===== src/rtl/pipe_fetch.sv =====
// pipe_fetch: Minisys IF stage with PC select, imem handshake and IF/ID feed.
// Optional misaligned-target halt enabled by defining FETCH_ALIGN_CHK_EN.
module pipe_fetch #(
  parameter logic [31:0] RESET_PC   = 32'h0000_0000,
  parameter int          WAIT_LIMIT = 255
) (
  input  logic        clk,
  input  logic        clrn,
  input  logic [1:0]  pcsource,
  input  logic [31:0] bpc,
  input  logic [31:0] rpc,
  input  logic [31:0] jpc,
  input  logic        stall,
  output logic        imem_req,
  output logic [31:0] imem_addr,
  input  logic        imem_rdy,
  input  logic [31:0] imem_rdata,
  output logic        wir,
  output logic [31:0] pc4,
  output logic [31:0] ins,
  output logic [31:0] pc,
  output logic        imem_timeout,
  output logic        misalign
);
`ifdef FETCH_ALIGN_CHK_EN
  typedef enum logic [2:0] {IDLE, FETCH, DRAIN, HOLD, HALT} state_t;
  localparam logic [31:0] AMASK = 32'hFFFF_FFFF;
`else
  typedef enum logic [1:0] {IDLE, FETCH, DRAIN, HOLD} state_t;
  localparam logic [31:0] AMASK = 32'hFFFF_FFFC;
`endif
  localparam logic [7:0] LIM = 8'(WAIT_LIMIT);

  state_t      state_q, state_d;
  logic [31:0] pc_q, pc_d, hold_q, hold_d, tgt_q, tgt_d, target, pc_inc, ld_pc;
  logic [7:0]  cnt_q, cnt_d;
  logic        tmo_q, tmo_d, redir, ld, del_f, del_h;

  assign redir  = |pcsource & ~stall;
  assign target = pcsource == 2'd1 ? bpc : pcsource == 2'd2 ? rpc : jpc;
  assign pc_inc = pc_q + 32'd4;
  assign del_f  = state_q == FETCH & ~stall & ~redir & imem_rdy;
  assign del_h  = state_q == HOLD & ~stall & ~redir;

  assign imem_req     = state_q == FETCH | state_q == DRAIN;
  assign imem_addr    = pc_q;
  assign wir          = state_q != IDLE & ~stall;
  assign ins          = del_f ? imem_rdata : del_h ? hold_q : 32'h0;
  assign pc4          = del_f | del_h ? pc_inc : 32'h0;
  assign pc           = pc_q;
  assign imem_timeout = tmo_q;

  always_comb begin
    state_d = state_q;
    pc_d    = pc_q;
    hold_d  = hold_q;
    tgt_d   = tgt_q;
    ld      = 1'b0;
    ld_pc   = target;
    case (state_q)
      IDLE: state_d = FETCH;
      FETCH:
        if (stall) begin
          if (imem_rdy) begin
            hold_d  = imem_rdata;
            state_d = HOLD;
          end
        end else if (redir) begin
          if (imem_rdy) ld = 1'b1;
          else begin
            tgt_d   = target;
            state_d = DRAIN;
          end
        end else if (imem_rdy) pc_d = pc_inc;
      HOLD:
        if (!stall) begin
          state_d = FETCH;
          if (redir) ld = 1'b1;
          else pc_d = pc_inc;
        end
      DRAIN: begin
        if (redir) tgt_d = target;
        if (imem_rdy) begin
          ld      = 1'b1;
          ld_pc   = redir ? target : tgt_q;
          state_d = FETCH;
        end
      end
      default: ;
    endcase
    if (ld) pc_d = ld_pc & AMASK;
    cnt_d = (!imem_req || imem_rdy) ? 8'd0 : cnt_q == LIM ? cnt_q : cnt_q + 8'd1;
    tmo_d = tmo_q | (cnt_d == LIM);
  end

`ifdef FETCH_ALIGN_CHK_EN
  logic mis_q, mis_d, bad_ld;
  assign bad_ld   = (ld & |ld_pc[1:0]) | (state_q == IDLE & |pc_q[1:0]);
  assign mis_d    = mis_q | bad_ld;
  assign misalign = mis_q;
  always_ff @(posedge clk) begin
    if (!clrn) mis_q <= 1'b0;
    else mis_q <= mis_d;
  end
`else
  assign misalign = 1'b0;
`endif

  always_ff @(posedge clk) begin
    if (!clrn) begin
      state_q <= IDLE;
      pc_q    <= RESET_PC & AMASK;
      hold_q  <= 32'h0;
      tgt_q   <= 32'h0;
      cnt_q   <= 8'd0;
      tmo_q   <= 1'b0;
    end else begin
`ifdef FETCH_ALIGN_CHK_EN
      state_q <= bad_ld ? HALT : state_d;
`else
      state_q <= state_d;
`endif
      pc_q    <= pc_d;
      hold_q  <= hold_d;
      tgt_q   <= tgt_d;
      cnt_q   <= cnt_d;
      tmo_q   <= tmo_d;
    end
  end
endmodule


===== config.mk =====
export PLATFORM = sky130hd
export DESIGN_NAME = pipe_fetch
export DESIGN_NICKNAME = d
export VERILOG_FILES = /design/src/rtl/pipe_fetch.sv
export SDC_FILE = /design/constraint.sdc
export NUM_CORES = 1
export LEC_CHECK = 0
export CORE_ASPECT_RATIO = 0.8
export CORE_UTILIZATION = 25
export CTS_BUF_LIST = sky130_fd_sc_hd__clkbuf_4
export CTS_CLUSTER_DIAMETER = 60
export CTS_CLUSTER_SIZE = 28
export DETAILED_ROUTE_END_ITERATION = 8
export HOLD_SLACK_MARGIN = 0.02
export PLACE_DENSITY_LB_ADDON = 0.12
export SKIP_LAST_GASP = 1
export SLEW_MARGIN = 20
export SYNTH_ARGS = -nofsm -noshare
export SYNTH_HDL_FRONTEND = slang
export SYNTH_SLANG_ARGS = --single-unit

===== constraint.sdc =====
create_clock -name clk -period 2.18 [get_ports clk]
set_clock_uncertainty 0.1 [all_clocks]
set_input_delay 0.218 -clock clk [delete_from_list [all_inputs] [get_ports clk]]
set_output_delay 0.218 -clock clk [all_outputs]
set_load 0.05 [all_outputs]

==> flow_metrics.py <==
metrics = {
    "outcome": {
        "status": "finished, violations left",
        "violations": "negative setup slack",
    },
    "layout": {
        "drive_above_1_share": 0.324,
        "layout.nets": 1361,
        "fillers": 2621,
        "area_growth_pct": 84.8,
    },
    "yosys": {
        "synthArstFlopShare": 0,
        "synth_common_cells": "200 x nand2_1, 103 x dfxtp_1, 79 x mux2i_1",
        "ys_seq_area_frac": 0.297,
        "synth.area.top_cells": "dfxtp_1 30%, mux2i_1 11%, nand2_1 11%, a21oi_1 5.0%, buf_4 4.1%",
        "synth.top_cell.area_share": 0.297,
        "synth_edf_count": 0,
        "syn_avg_cell_area_um2": 7.61,
        "yosys_most_used_dff": "dfxtp_1",
        "synth_area_um2": 6950,
        "synth_top_cell_by_area": "dfxtp_1",
        "yosysUniqueCellTypes": 48,
        "yosys_warnings": 0,
        "syn_inst": 913,
        "synth_seq_cells": 103,
        "synthMostInstantiatedCell": "nand2_1",
    },
    "clocking": {
        "root_buffer": "clkbuf_4",
        "hold_buffers": 0,
        "clkTransAtPathRegs_ps": 190,
        "cts_num_sinks": 103,
        "htreeDepth": 3,
        "clock_latency_ps": 480,
        "clockBufferDepth": 2,
        "cts-buffers-inserted": 9,
        "cts_tree": "yes",
    },
    "drt": {
        "drt_iter0_markers": 456,
        "firstDrtPassIters": 4,
        "wl_um": 25900,
        "vias_per_cell": 4.64,
        "post_drt_wl_per_cell_um": 16.3,
        "drc": 0,
        "ant_nets": 0,
        "routed-via-count": 7380,
    },
    "hold_path": {
        "min_path_type": "in2reg",
    },
    "grt": {
        "grt_antenna_before_repair": 1,
        "grt_start_max_net_pins": 36,
        "overflow": 0,
        "grt_pass1_vias": 6808,
        "grt_pass1_wl_um": 39500,
        "grt.total_usage": 0.178,
    },
    "timing": {
        "tns_ps": -18850,
        "slew_violations": 0,
        "rsz0062_at_grt": "true",
        "setup_slack_ps": -428,
        "max_freq_ghz": 0.383,
        "whs_ps": 208,
        "tightest_slew_ps": 536,
        "min_period_ps": 2610,
        "finalCritPeriodShare": 1.20,
        "final-setup-viol-count": 64,
        "hold_viol": 0,
        "slew_headroom": 0.639,
    },
    "placement": {
        "port_buffers": 252,
        "dpl_worst_slack_ps": -61.0,
        "hpwl_um": 18500,
        "globalplace.congestion": 0.772,
    },
    "setup_path": {
        "worstPathArrival_ps": 2290,
        "cp_max_fo": 5,
        "cp.required_ps": 1860,
        "worstSetupStartpointType": "register",
        "worstSetupEndpointType": "output port",
        "path_class": "reg2out",
        "r2r_slack_ps": -260,
    },
    "floorplanning": {
        "die_y_um": 151,
        "die_w_um": 188,
        "boundaryPins": 266,
        "start_util": 0.254,
        "core_um2": 27300,
        "die_area_um2": 28500,
        "rows": 54,
    },
    "power": {
        "p_per_area_nw_per_um2": 448,
        "power_mw": 5.75,
        "p_leak_nw": 5.94,
        "peakVddDrop_uv": 226,
    },
    "job": {
        "max-cap-violations": 0,
    },
}
final cells by class:
type / count / area (µm²) / share of cell area
Clock inverter: 5 / 80.1 / 0.00624
Timing Repair Buffer: 400 / 4770 / 0.371
Inverter: 11 / 43.8 / 0.00341
Sequential cell: 103 / 2120 / 0.166
Multi-Input combinational cell: 696 / 5280 / 0.411
Clock buffer: 11 / 82.6 / 0.00644
Antenna cell: 1 / 2.50 / 0.000195
Tap cell: 364 / 455 / 0.0355
layout by cell type (no fill, tap or decap), types with 5 or more instances in the layout:
master             n
nand2_1          196
clkdlybuf4s50_1  132
buf_4             97
mux2i_1           79
buf_12            79
dfxtp_1           77
a21oi_1           68
nand3_1           36
dlymetal6s2s_1    34
nor2_4            30
a22o_4            30
buf_6             27
o211a_1           25
xnor2_1           24
nor2_1            22
dlygate4sd2_1     19
xor2_1            18
nand4_1           16
dfxtp_2           14
nor3_1            13
dfxtp_4           12
clkbuf_4          11
xor2_2             9
a211oi_1           8
inv_1              7
conb_1             7
nand3_2            6
xnor2_2            6
nor3_2             5
o21ai_0            5
a31oi_1            5
buf_8              5
routing by layer:
metal  GRT usage  part of all wire  vias up
met1       0.276              0.53     3421
li1            -                 -     3745
met2       0.247              0.41      208
met4      0.0262            0.0059        0
met5           0                 0        -
met3      0.0410             0.056        6
path summary, 6_finish.rpt:
path | from | to | depth (start not counted)
min reg2reg | tgt_q[6] | tgt_q[6] | 2
min | imem_rdata[12] | hold_q[12] | 3
max | imem_addr[11] | pc4[25] | 7
max reg2reg | imem_addr[11] | imem_addr[25] | 7
report_power, final:
part / leakage, nW / total [mW] / internal (mW) / switching [mW]
combinational: 4.99 / 2.43 / 1.05 / 1.38
sequential: 0.851 / 2.12 / 2.03 / 0.0966
clock: 0.0918 / 1.20 / 0.496 / 0.700
total: 5.94 / 5.75 / 3.57 / 2.17
critical path, cell delays in order (launching register included):
cell and delay [ps]:
dfxtp_4 390, nand4_4 130, or4_4 620, buf_6 160, nor3_4 140, xnor2_2 110
nor2_4 110, buf_12 140
cells by family after synthesis:
logic type               share of synthesized area
AO/OA/AOI/OAI                                0.166
AND/OR/NAND/NOR                              0.247
buffers and inverters                       0.0872
adder cells (fa/ha/maj)                     0.0108
flip-flops                                   0.297
other                                     0.000540
XOR/XNOR                                    0.0730
multiplexers                                 0.119
through the flow:
stage	std cells	utilization	cell area, µm²
3_3_place_gp	1526	0.414	11300
4_1_cts	1577	0.447	12200
2_1_floorplan	919	-	7340
6_report	1591	0.470	12800
5_1_grt	1591	0.470	12800
3_5_place_dp	1526	0.414	11300
sequential cells by signal (all words and copies together) (netlist names):
name	count
hold_q	32
imem_addr	30
tgt_q	30
cnt_q	8
state_q	2
imem_timeout	1
what timing repair did:
action / 4_1_cts / 5_1_grt
gates cloned: 6 / 2
endpoints found under the setup margin: 86 / 131
buffers inserted: 30 / 18
pin swaps: 29 / 42
gates resized for setup: 104 / 122
Note: power is estimated with default switching activity, not from simulation.
